===== src/rtl/bin2bcd_seq_pkg.sv =====
// Shared definitions for the sequential binary-to-BCD converter and its
// digit-correction cell.
package bin2bcd_seq_pkg;

  typedef enum logic {
    StIdle = 1'b0,
    StConv = 1'b1
  } state_e;

  localparam int unsigned BcdDigitW = 4;
  localparam logic [BcdDigitW-1:0] Add3Thresh = 4'd5;

endpackage


===== src/rtl/bcd_add3.sv =====
// Double-dabble digit correction cell: digits of 5 or more get +3 so the
// following left shift carries correctly into the next decimal digit.
module bcd_add3
  import bin2bcd_seq_pkg::*;
(
  input  logic [BcdDigitW-1:0] digit_i,
  output logic [BcdDigitW-1:0] digit_o
);

  always_comb begin
    digit_o = digit_i;
    if (digit_i >= Add3Thresh) begin
      digit_o = digit_i + 4'd3;
    end
  end

endmodule


===== src/rtl/bin2bcd_seq.sv =====
// Sequential binary-to-BCD converter: samples bin_i on start_i, then runs one
// double-dabble iteration per clock and pulses done_o with the packed result.
module bin2bcd_seq
  import bin2bcd_seq_pkg::*;
#(
  parameter int unsigned DWIDTH = 7,
  parameter int unsigned DIGITS = 3
) (
  input  logic                          clk,
  input  logic                          rst,
  input  logic                          start_i,
  input  logic [DWIDTH-1:0]             bin_i,
  output logic                          busy_o,
  output logic                          done_o,
  output logic [BcdDigitW*DIGITS-1:0]   bcd_o
);

  localparam int unsigned AccW = BcdDigitW * DIGITS;
  localparam int unsigned CntW = $clog2(DWIDTH + 1);

  state_e              r_state;
  logic [DWIDTH-1:0]   r_shift;
  logic [AccW-1:0]     r_acc;
  logic [CntW-1:0]     r_cnt;
  logic                r_busy;
  logic                r_done;
  logic [AccW-1:0]     r_bcd;

  logic [AccW-1:0]     w_acc_corr;
  logic [AccW-1:0]     w_acc_next;
  logic [DWIDTH-1:0]   w_shift_next;
  logic                w_last;

  for (genvar g = 0; g < DIGITS; g++) begin : g_digit
    bcd_add3 u_add3 (
      .digit_i (r_acc[g*BcdDigitW +: BcdDigitW]),
      .digit_o (w_acc_corr[g*BcdDigitW +: BcdDigitW])
    );
  end

  // Correct first, then shift {acc, shift} left with the shift MSB entering acc bit 0.
  assign w_acc_next   = {w_acc_corr[AccW-2:0], r_shift[DWIDTH-1]};
  assign w_shift_next = {r_shift[DWIDTH-2:0], 1'b0};
  assign w_last       = (r_cnt == CntW'(1));

  always_ff @(posedge clk) begin
    if (rst) begin
      r_state <= StIdle;
      r_shift <= '0;
      r_acc   <= '0;
      r_cnt   <= '0;
      r_busy  <= 1'b0;
      r_done  <= 1'b0;
      r_bcd   <= '0;
    end else begin
      unique case (r_state)
        StIdle: begin
          r_done <= 1'b0;
          if (start_i) begin
            r_shift <= bin_i;
            r_acc   <= '0;
            r_cnt   <= CntW'(DWIDTH);
            r_busy  <= 1'b1;
            r_state <= StConv;
          end
        end
        StConv: begin
          r_acc   <= w_acc_next;
          r_shift <= w_shift_next;
          r_cnt   <= r_cnt - CntW'(1);
          if (w_last) begin
            r_bcd   <= w_acc_next;
            r_done  <= 1'b1;
            r_busy  <= 1'b0;
            r_state <= StIdle;
          end
        end
        default: r_state <= StIdle;
      endcase
    end
  end

  assign busy_o = r_busy;
  assign done_o = r_done;
  assign bcd_o  = r_bcd;

endmodule


===== config.mk =====
export PLATFORM = sky130hd
export DESIGN_NAME = bin2bcd_seq
export DESIGN_NICKNAME = d
export VERILOG_FILES = /design/src/rtl/bin2bcd_seq_pkg.sv /design/src/rtl/bcd_add3.sv /design/src/rtl/bin2bcd_seq.sv
export SDC_FILE = /design/constraint.sdc
export NUM_CORES = 1
export LEC_CHECK = 0
export ABC_AREA = 1
export CAP_MARGIN = 20
export CORE_UTILIZATION = 40
export CTS_CLUSTER_DIAMETER = 40
export DETAILED_ROUTE_END_ITERATION = 12
export PLACE_DENSITY_LB_ADDON = 0.05
export SKIP_LAST_GASP = 1
export SLEW_MARGIN = 30
export SYNTH_ARGS = -nofsm -noshare
export SYNTH_HDL_FRONTEND = slang
export SYNTH_SLANG_ARGS = --single-unit
export TNS_END_PERCENT = 10

===== constraint.sdc =====
create_clock -name clk -period 1.2 [get_ports clk]
set_input_delay 0.24 -clock clk [delete_from_list [all_inputs] [get_ports clk]]
set_output_delay 0.24 -clock clk [all_outputs]
set_load 0.05 [all_outputs]

---- Yosys cells after proc, flatten, opt, wreduce, memory -nomap -nowiden ----
Cells that the tools add are included.
storage, ports and cells
  register bits after elaboration ......... 37
  bits of input ports ..................... 10
  logic and storage cells ................. 37
cells by class
  add/subtract/negate cells ............... 4
  magnitude comparators ................... 3
  equal/unequal tests ..................... 3
  multiplexer cells ....................... 17
  bitwise gates (word level) .............. 1
  reduce and logical (&&, ||, !) cells .... 2
operators by type and width
  operator               number
  $pmux W12 S2           1
  $pmux W7 S2            1
  $ge A4 B3 Y1 const B   3
  $mux W12               1
  $add A4 B2 Y4 const B  2
  $mux W4                2
  $mux W7                1
  $mux W3                2
  $pmux W1 S2            3
  $pmux W3 S2            1
  $mux W1                5
  $reduce_and A2 Y1      2
  $add A3 B2 Y3 const B  1
  $eq A3 B1 Y1 const B   1
  $sub A3 B1 Y3 const B  1
  $ne A2 B1 Y1 const B   1
  $ne A2 B2 Y1 const B   1
  $not A1 Y1             1

---- Depth between registers and ports, before layout ----
  depth in word-level cells ............... 3
  mapped depth ............................ 10

---- Cells and area by module ----
From an unflattened synthesis, not the netlist that was laid out.
unflattened totals
  cells, all modules ...................... 260
  area, all modules ....................... 1825.5 µm²
by module, submodules not included
  module       times used  cells an instance  area an instance (µm²)  sequential area each (µm²)
  bin2bcd_seq  1           191                1420.1                  740.7
  bcd_add3     3           23                 135.1                   0.0

---- Worst setup path before layout ----
OpenSTA, ideal clock, no wires.
  path kind ............................... flip-flop to flip-flop
  start point ............................. register r_cnt[1]
  end point ............................... register r_bcd[11] (netlist: bcd_o[11])
  library setup time ...................... 0.123 ns
  arrival ................................. 1.076 ns
  data required time ...................... 1.077 ns
  path slack .............................. 0.001 ns
  stages on the path, launching flop included .. 11
  buffers on the path ..................... 1
  period minus slack after synthesis ...... 1.199 ns
  cell sequence ........................... dfxtp_1 inv_1 ha_1 inv_1 nor2_1 nand2_1 nand2_1 inv_2 buf_6 nand2_1 o21ai_0
between the ends
  cells in the longest elaborated chain, start to end .. 2
ends and longest elaborated chain
  element                             RTL line           source
  start, declared                     bin2bcd_seq.sv:24  logic [CntW-1:0] r_cnt;
  start signal, assigned              bin2bcd_seq.sv:62  r_cnt <= CntW'(DWIDTH);
  start signal, assigned              bin2bcd_seq.sv:70  r_cnt <= r_cnt - CntW'(1);
  $eq A3 B1 Y1                        bin2bcd_seq.sv:44  assign w_last = (r_cnt == CntW'(1));
  $reduce_and A2 Y1 (no source line)  n/a
  end signal, assigned                bin2bcd_seq.sv:72  r_bcd <= w_acc_next;
  end, declared                       bin2bcd_seq.sv:27  logic [AccW-1:0] r_bcd;
Every way passes these cells.
A chain may end at the register's enable or synchronous reset.

---- Worst setup path after layout ----
  start point ............................. register r_acc[4]
  end point ............................... register r_acc[5]
between the ends
  cells in the longest elaborated chain, start to end .. 3
  elaborated cells between the ends (all ways) .. 4
  classes of those cells .................. 1 x add/sub; 1 x order compare; 2 x mux
ends and longest elaborated chain
  element                                               RTL line                        source
  start, declared                                       bin2bcd_seq.sv:23               logic [AccW-1:0] r_acc;
  start signal, assigned                                bin2bcd_seq.sv:68               r_acc <= w_acc_next;
  $add A4 B2 Y4 / $ge A4 B3 Y1 (equally long branches)  bcd_add3.sv:13, bcd_add3.sv:12
  $mux W4 *                                             bcd_add3.sv:12                  if (digit_i >= Add3Thresh) begin
  $pmux W12 S2 *                                        bin2bcd_seq.sv:56               unique case (r_state)
Mark *: on every way between the ends. The rest lies on a longest branch, timed or not.

==> results.yml <==
detailed_routing:
  viasPerCell: 4.75
  drt_pass1_iterations: 7
  ant_nets: 0
  drcViolationCount: 0
  postRouteWirelength_mm: 3.73
  drt_iter0_drc: 59
  vias: 1571
  drt-wirelength-per-cell_um: 11.3
finish:
  layout_commonest_cell: "nand2_1"
  area_delta_synth_final_pct: 46.5
  layout-drive-gt1-share_pct: 27.8
  most-common-layout-cells: "nand2_1 (75), dfxtp_1 (30), nand3_1 (26), buf_4 (26), inv_1 (22)"
  fillers: 378
  antenna_cells: 0
  nNetsFinal: 299
  design_area_um2: 2430
timing:
  hold_violations: 0
  setup_viol: 0
  worstMarginPinSlew_ns: 0.316
  drv_slew: 0
  finalWorstSetupSlack_ns: 0.0209
  rsz0062_at_grt: "yes"
  fin_setup_tns_ns: 0
  fmax_mhz: 848
  slew_headroom_pct: 78.7
  min_period_ns: 1.18
  finClkSkew_ns: 0.00520
  min_period_over_period_pct: 98.3
clock_tree:
  cts_setup_buffers: 0
  cts_tree: "built"
  cts_buffers: 5
  cts.sinks: 37
  clk_latency_ns: 0.29
  htreeDepth: 2
  clk_pin_slew_ns: 0.07
  cts_buffer_depth: 2
  root_buffer: "clkbuf_8"
critical_path:
  path_max_fanout: 3
  path_class: "reg2reg"
  required_ns: 1.39
  endpoint_kind: "flip-flop"
  regToRegSetupSlack_ns: 0.02
  critPathLaunchType: "flip-flop"
  arrival_ns: 1.37
place:
  preCtsSetupSlack_ns: -0.206
  dpl_cell_area_um2: 2250
  numPortBuffers: 23
  gp_congestion: 0.835
  hpwl_mm: 2.73
floorplan:
  die_area_um2: 4410
  die_h_um: 66.4
  start_util_pct: 41.5
  io_pins: 24
  core_um2: 4000
  chipWidth_um: 66.4
  rows: 23
global_routing:
  antenna_found_initial: 0
  grt_max_degree: 13
  grt_pass1_vias: 1467
  grt_overflow_total: 0
  grt_pass1_wl_mm: 6.22
  grt_util_all_layers_pct: 19.4
pwr:
  p_leak_nw: 1.19
  power.density_nw_per_um2: 1010
  pwr-share-seq_pct: 52.8
  p_sw_share_pct: 24.3
  finalPower_mw: 2.45
  power.internal_mw: 1.86
  ir_drop_uv: 577
  power_frac_clock_pct: 35.4
  p_sw_uw: 596
  p_comb_share_pct: 11.8
logic_synthesis:
  yosysSeqAreaShare_pct: 44.6
  synth_top_area_share_pct: 44.6
  syn_area_um2: 1660
  yosysTopAreaCell: "dfxtp_1"
  yosysWarnings: 0
  synthCells: 228
  synth_cell_types: 18
  synthTopCellsByArea: "dfxtp_1 (45%), nand2_1 (18%), nand3_1 (8.7%)"
  synth_fp_nets: 246
  synth_seq_cells: 37
  syn_avg_cell_area_um2: 7.28
run:
  maxCapViolations: 0
run_status:
  status: "complete, no violations"
worst_hold_path:
  hold_path_class: "reg2reg"
-- cell type report --
class	count	area (um2)	share of cell area, %
multi-input cells	157	836	34.4
flip-flops and latches	37	749	30.8
repair buffers	49	566	23.3
inverters	30	123	5.04
clock buffers	7	86.3	3.55
well taps	50	62.6	2.57
repair inverters	1	8.76	0.360
-- registers in the layout, summed over array words and instances (netlist names) --
signal and cells:
r_state 1, r_acc 12, r_shift 7, busy_o 1, r_cnt 3, bcd_o 12, done_o 1
-- worst paths after layout --
check            from       end  cells past startpoint
min reg2reg  r_acc[9]  r_acc[9]                      2
min          r_acc[9]  r_acc[9]                      2
max reg2reg  r_acc[4]  r_acc[5]                      8
max          r_acc[4]  r_acc[5]                      8
-- cells in the mapped netlist (all sizes together) --
cell and count:
dfxtp 37, inv 30, ha 8, xnor2 1, nor2 9, o22ai 3, a21oi 3, nand2 82
nand3 29, buf 4, o21ai 14, nand4 6, o211ai 2
-- cells by family after synthesis --
kind of cell             Yosys count  synth area share [%]
flip-flops                        37                  44.6
XOR/XNOR                           1                 0.528
adder cells (fa/ha/maj)            8                  6.03
buffers and inverters             34                  8.82
AO/OA/AOI/OAI                     22                  7.16
AND/OR/NAND/NOR                  126                  32.8
-- power by group through the flow --
stage	registers (mW)	clock network, mW	logic (mW)
after floorplan	1.32	0	0.139
after global placement	1.32	0	0.264
after detailed placement	1.32	0	0.266
after CTS	1.29	0.906	0.270
after global routing	1.30	0.940	0.324
final	1.30	0.867	0.290
-- what timing repair did --
item	CTS	global route
pin swaps	1	4
endpoints found under the setup margin	15	26
gates resized for setup	6	30
cloned	0	1
hold buffers	0	0
-- layer usage --
| metal | GRT usage, % | vias to the layer above | part of all wire [%] |
|---|---|---|---|
| met4 | 9.84 | 0 | 2.0 |
| met5 | 0 | - | 0 |
| met2 | 33.5 | 38 | 49 |
| met1 | 21.4 | 692 | 45 |
| li1 | - | 836 | - |
| met3 | 5.52 | 5 | 4.1 |
-- through the flow --
step,utilization [%],hold WS [ns],std cells
after floorplan,-,0.379,228
after global placement,56.3,0.441,323
after detailed placement,56.3,0.446,323
after CTS,59.0,0.461,330
after global routing,60.8,0.499,331
final,60.8,0.453,331
-- critical path: stages, from the launching register on --
cell and delay [ns]:
dfxtp_2 0.33, inv_1 0.08, ha_2 0.18, inv_1 0.05, nand2_2 0.07, buf_4 0.11
nand4_1 0.10, nand3_1 0.11, nand2_1 0.05
Note: power is estimated with default switching activity, not from simulation.
==> RTL change 1, RTL diff (same settings) <==
`DWIDTH`: 7 -> 8.
--- a/src/rtl/bin2bcd_seq.sv
+++ b/src/rtl/bin2bcd_seq.sv
@@ -4,5 +4,5 @@
   import bin2bcd_seq_pkg::*;
 #(
-  parameter int unsigned DWIDTH = 7,
+  parameter int unsigned DWIDTH = 8,
   parameter int unsigned DIGITS = 3
 ) (
Ports: changed (resized bin_i); port bits go from 24 to 25. The function was not compared with the original's and may differ.
==> RTL change 1 against the original RTL <==
  * Total power grew 8.2%
  * Sequential power is 5% higher
  * Clock power grew 6.5%
  * Area after synthesis increased by 8.7%
  * Wire length increased by 11%
  * Final area is 11% higher
  * Worst setup slack got worse by 0.017 ns
  * Hold slack better by 0.0042 ns
  * Sequential cell count is 2 higher
  * Via count rose by 8.3%
  * Critical endpoint is now bcd_o[6]
  * Highest routed layer unchanged
==> RTL change 1: results (changes against the original RTL) <==
\begin{tabular}{lr}
\hline
Metric & Value \\
\hline
\multicolumn{2}{l}{\textbf{Outcome}} \\
\quad Outcome & completed (unchanged) \\
\multicolumn{2}{l}{\textbf{Logic synthesis}} \\
\quad Synthesized-area fraction occupied by adder cells & 5.55\% (was 6.03\%) \\
\quad Post-synthesis cell type count & 22 (was 18) \\
\quad Post-synthesis sequential area ratio & 43.3\% (was 44.6\%) \\
\quad Xor and xnor area share after synthesis & 0\% (was 0.528\%) \\
\multicolumn{2}{l}{\textbf{Worst hold path}} \\
\quad Worst min-delay path endpoint & r\_acc[5] (was r\_acc[9]) \\
\multicolumn{2}{l}{\textbf{Detailed routing}} \\
\quad WL met1 & 1970 µm (was 1670 µm) \\
\quad Met2 wire length & 1950 µm (was 1830 µm) \\
\quad Routed wire length on met3 & 126 µm (was 154 µm) \\
\quad Initial DRC count & 80 (was 59) \\
\multicolumn{2}{l}{\textbf{STA}} \\
\quad Clock skew after layout & 0.00262 ns (was 0.00520 ns) \\
\multicolumn{2}{l}{\textbf{Placement}} \\
\quad Placed Instance Area & 2420 µm² (was 2250 µm²) \\
\quad Gp weighted congestion & 0.774 (was 0.835) \\
\quad \# port buffers & 24 (was 23) \\
\quad Estimated wirelength of the detail-placed design & 2870 µm (was 2730 µm) \\
\multicolumn{2}{l}{\textbf{Layout}} \\
\quad Final-stage net count & 323 (was 299) \\
\quad FILL cells & 369 (was 378) \\
\quad Area of the multi-input gates & 955 µm² (was 836 µm²) \\
\quad Count of inverters other than clock inverters in the layout & 38 (was 31) \\
\quad Non-Filler Cell Area, Final & 2690 µm² (was 2430 µm²) \\
\quad Repair and plain buffers & 52 (was 49) \\
\quad Sequential cells & 39 (was 37) \\
\quad Non-clock buffer contribution to total cell area & 23.8\% (was 23.3\%) \\
\quad Number of clock buffers in the layout & 6 (was 7) \\
\quad Clock buffers and inverters, area share & 3.26\% (was 3.55\%) \\
\quad Proportion of layout cells with a drive suffix above 1 & 31.3\% (was 27.8\%) \\
\multicolumn{2}{l}{\textbf{Worst setup path}} \\
\quad Reg2Reg Depth & 7 (was 8) \\
\quad Arrival time reported for the critical path endpoint & 1.40 ns (was 1.37 ns) \\
\multicolumn{2}{l}{\textbf{Die}} \\
\quad Core region area & 4350 µm² (was 4000 µm²) \\
\multicolumn{2}{l}{\textbf{Global route}} \\
\quad Met2 Track Usage GR & 26.3\% (was 33.5\%) \\
\quad Global-route track usage on met1 & 23.6\% (was 21.4\%) \\
\quad Via count of the first global-routing pass & 1520 (was 1467) \\
\quad Total routing resource utilization after global routing & 17.7\% (was 19.4\%) \\
\quad Largest net degree at the start of global routing & 14 (was 13) \\
\quad Global-route track usage on met3 & 3.95\% (was 5.52\%) \\
\multicolumn{2}{l}{\textbf{Pwr}} \\
\quad Cell internal pwr & 1.96 mW (was 1.86 mW) \\
\quad Leak pwr & 1.30 nW (was 1.19 nW) \\
\multicolumn{2}{l}{\textbf{CTS}} \\
\quad Count of instances resized after the clock tree is built & 7 (was 6) \\
\quad Post-CTS setup-driven buffer insertion count & 2 (was 0) \\
\hline
\end{tabular}
## RTL change 1: cell count changes after synthesis, sizes merged, moves of 2 or more
cell	delta
nand3	+4
inv	+8
nand2	+12
o21ai	-4
nand4	-3
dfxtp	+2
## RTL change 1: power groups by stage
| stage | Sequential, mW | Clock (mW) | Combinational (mW) |
|---|---|---|---|
| detailed placement | 1.39 | 0 | 0.347 |
| CTS | 1.36 | 0.948 | 0.355 |
| global route | 1.37 | 0.992 | 0.410 |
| floorplan | 1.40 | 0 | 0.175 |
| global placement | 1.39 | 0 | 0.343 |
| finish | 1.36 | 0.923 | 0.370 |
## RTL change 1: cells by family after synthesis
family	Yosys count
buffers and inverters	43
adder cells (fa/ha/maj)	8
AO/OA/AOI/OAI	21
flip-flops	39
AND/OR/NAND/NOR	139
## RTL change 1: stage by stage
step,hold slack [ns],cells
after floorplan,0.311,250
after global placement,0.438,345
after detailed placement,0.444,345
after CTS,0.458,354
after global routing,0.476,356
final,0.457,356
==> RTL change 2, RTL diff (same flow settings) <==
Made on the original files. Make the reset (`rst`) asynchronous in one clocked block.
--- a/src/rtl/bin2bcd_seq.sv
+++ b/src/rtl/bin2bcd_seq.sv
@@ -44,5 +44,5 @@
   assign w_last       = (r_cnt == CntW'(1));
 
-  always_ff @(posedge clk) begin
+  always_ff @(posedge clk or posedge rst) begin
     if (rst) begin
       r_state <= StIdle;
Check against the original RTL: differs if rst is asserted again (counterexample within 4 cycles, from zero or initial values and one cycle with rst high); with rst held inactive, the same outputs for 10 cycles.
==> RTL change 2 against the original RTL <==
  * The flow now finishes with violations (negative setup slack)
  * Wire length rose by 12%
  * Non-clock buffer count fell by 6
  * Worst setup slack got worse by 0.036 ns
  * Final cell count fell by 9.1%
  * Area after synthesis rose by 5.8%
  * Maximum frequency fell by 3.0%
  * Global-route usage rose by 0.81 points
  * Sequential cell count did not move
  * Core utilization fell by 0.12 points
  * Final area rose by 2.7%
  * Highest routed layer unchanged
Power is left out: it rests on default switching activity, and per cell area and clock period it moved more than threefold.
==> RTL change 2: results (changes against the original RTL) <==
\begin{tabular}{lr}
\hline
Metric & Value \\
\hline
\multicolumn{2}{l}{\textbf{Outcome}} \\
\quad Outcome & finished, violations left (was completed) \\
\quad Violated checks & negative setup slack \\
\multicolumn{2}{l}{\textbf{STA}} \\
\quad Finish-stage setup viols & 4 (was 0) \\
\quad Pin slew with the least headroom to its limit & 0.283 ns (was 0.316 ns) \\
\quad Sum of negative setup slack & -0.0352 ns (was 0 ns) \\
\quad Final worst-path setup slack & -0.0153 ns (was 0.0209 ns) \\
\multicolumn{2}{l}{\textbf{Layout}} \\
\quad Proportion of layout cells with a drive suffix above 1 & 27.5\% (was 27.8\%) \\
\quad FILL cells & 350 (was 378) \\
\quad Final-stage net count & 269 (was 299) \\
\multicolumn{2}{l}{\textbf{Placement}} \\
\quad Worst Setup Slack post-DPL & -0.0988 ns (was -0.206 ns) \\
\quad Estimated wirelength of the detail-placed design & 2760 µm (was 2730 µm) \\
\quad Gp weighted congestion & 0.894 (was 0.835) \\
\multicolumn{2}{l}{\textbf{CTS}} \\
\quad Clock network latency to the later pin of the worst-skew pair & 0.29 ns (about the same) \\
\quad Number of H-tree levels & 2 (unchanged) \\
\multicolumn{2}{l}{\textbf{Worst setup path}} \\
\quad Maximum fanout along the worst path & 4 (was 3) \\
\multicolumn{2}{l}{\textbf{Logic synthesis}} \\
\quad Fraction of synthesis flops using an asynchronous set or reset pin & 100\% (was 0\%) \\
\quad Post-synthesis sequential area ratio & 52.7\% (was 44.6\%) \\
\quad Post-synthesis cell type count & 20 (was 18) \\
\quad Most numerous cell types in the synthesized netlist & sky130\_fd\_sc\_hd\_\_nand2\_1, sky130\_fd\_sc\_hd\_\_dfrtp\_1, sky130\_fd\_sc\_hd\_\_nand3\_1 (was sky130\_fd\_sc\_hd\_\_nand2\_1, sky130\_fd\_sc\_hd\_\_dfxtp\_1, sky130\_fd\_sc\_hd\_\_nand3\_1) \\
\quad Synthesized area per cell & 8.56 µm² (was 7.28 µm²) \\
\quad Net Count, Synth & 223 (was 246) \\
\quad Top area cells in the synthesized netlist & sky130\_fd\_sc\_hd\_\_dfrtp\_1, sky130\_fd\_sc\_hd\_\_nand2\_1, sky130\_fd\_sc\_hd\_\_nand3\_1 (was sky130\_fd\_sc\_hd\_\_dfxtp\_1, sky130\_fd\_sc\_hd\_\_nand2\_1, sky130\_fd\_sc\_hd\_\_nand3\_1) \\
\multicolumn{2}{l}{\textbf{Detailed routing}} \\
\quad Post-detailed-route via-to-cell ratio & 5.19 (was 4.75) \\
\quad Routed len/inst & 13.8 µm (was 11.3 µm) \\
\quad Initial DRC count & 141 (was 59) \\
\quad Final Routed Wirelength & 4170 µm (was 3730 µm) \\
\quad Initial DRT Pass Iterations & 5 (was 7) \\
\multicolumn{2}{l}{\textbf{Global route}} \\
\quad Via count of the first global-routing pass & 1600 (was 1467) \\
\quad Total routing resource utilization after global routing & 20.2\% (was 19.4\%) \\
\quad Largest net degree at the start of global routing & 38 (was 13) \\
\multicolumn{2}{l}{\textbf{Worst hold path}} \\
\quad Kind of path behind the tightest hold check & in2async (was reg2reg) \\
\hline
\end{tabular}
[RTL change 2: changes by cell type in the layout (fill, tap and decap cells not counted), moves of 3 or more]
cell / unedited run / this run
sky130_fd_sc_hd__buf_4: 26 / 19
sky130_fd_sc_hd__inv_1: 22 / 11
sky130_fd_sc_hd__a21oi_1: 3 / 0
sky130_fd_sc_hd__dfrtp_1: 0 / 37
sky130_fd_sc_hd__nand2_1: 75 / 67
sky130_fd_sc_hd__dfxtp_1: 30 / 0
sky130_fd_sc_hd__inv_2: 6 / 10
sky130_fd_sc_hd__dfxtp_2: 7 / 0
sky130_fd_sc_hd__nand3_1: 26 / 23
[RTL change 2: logic make-up after synthesis]
kind of cell    share of synthesized area (%)
buf+inv                                  6.49
fa+ha+maj                                5.70
compound gates                           6.77
flops                                    52.7
simple gates                             28.3
[RTL change 2: layout make-up]
| cell class | count | share of cell area, % |
|---|---|---|
| Multi-Input combinational cell | 142 | 32.3 |
| Timing Repair Buffer | 43 | 21.4 |
| Clock buffer | 7 | 3.46 |
| Inverter | 22 | 3.31 |
| Sequential cell | 37 | 37.1 |
| Tap cell | 50 | 2.51 |
[RTL change 2: final timing paths]
path	end	cells past startpoint	slack, ns	start
min in group clk	r_cnt[2]	1	0.49	r_cnt[2]
worst min register to register	r_cnt[2]	1	0.49	r_cnt[2]
worst max-delay path	r_acc[2]	7	-0.02	r_acc[0]
worst max register to register	r_acc[2]	7	-0.02	r_acc[0]
max in group asynchronous	done_o	3	0.72	rst
worst min-delay path	bcd_o[10]	3	0.29	rst
[RTL change 2: layer usage]
layer	vias to the layer above	wire length (µm)	track usage, %
li1	753	-	-
met1	746	1810	24.1
met2	53	2100	32.0
met3	10	173	6.67
met4	0	87	10.9
met5	-	0	0
[RTL change 2: per-stage QoR]
stage / cell area, µm² / util, %
after global placement: 2300 / 55.8
after global routing: 2500 / 60.7
after CTS: 2420 / 58.7
after floorplan: 1760 / -
final: 2500 / 60.7
after detailed placement: 2300 / 55.8
[RTL change 2: worst max-delay path, cell delays in order (launching register included)]
cell and delay (ns):
sky130_fd_sc_hd__dfrtp_1 0.41, sky130_fd_sc_hd__inv_2 0.11, sky130_fd_sc_hd__ha_4 0.14, sky130_fd_sc_hd__inv_1 0.06
sky130_fd_sc_hd__nand2_4 0.08, sky130_fd_sc_hd__nand4_1 0.13, sky130_fd_sc_hd__nand3_1 0.12, sky130_fd_sc_hd__nand2_1 0.05
[RTL change 2: timing repair]
action	CTS	global route
gates resized for setup	9	20
buffers inserted	1	2
setup endpoints to repair	17	25
pin swaps	1	10
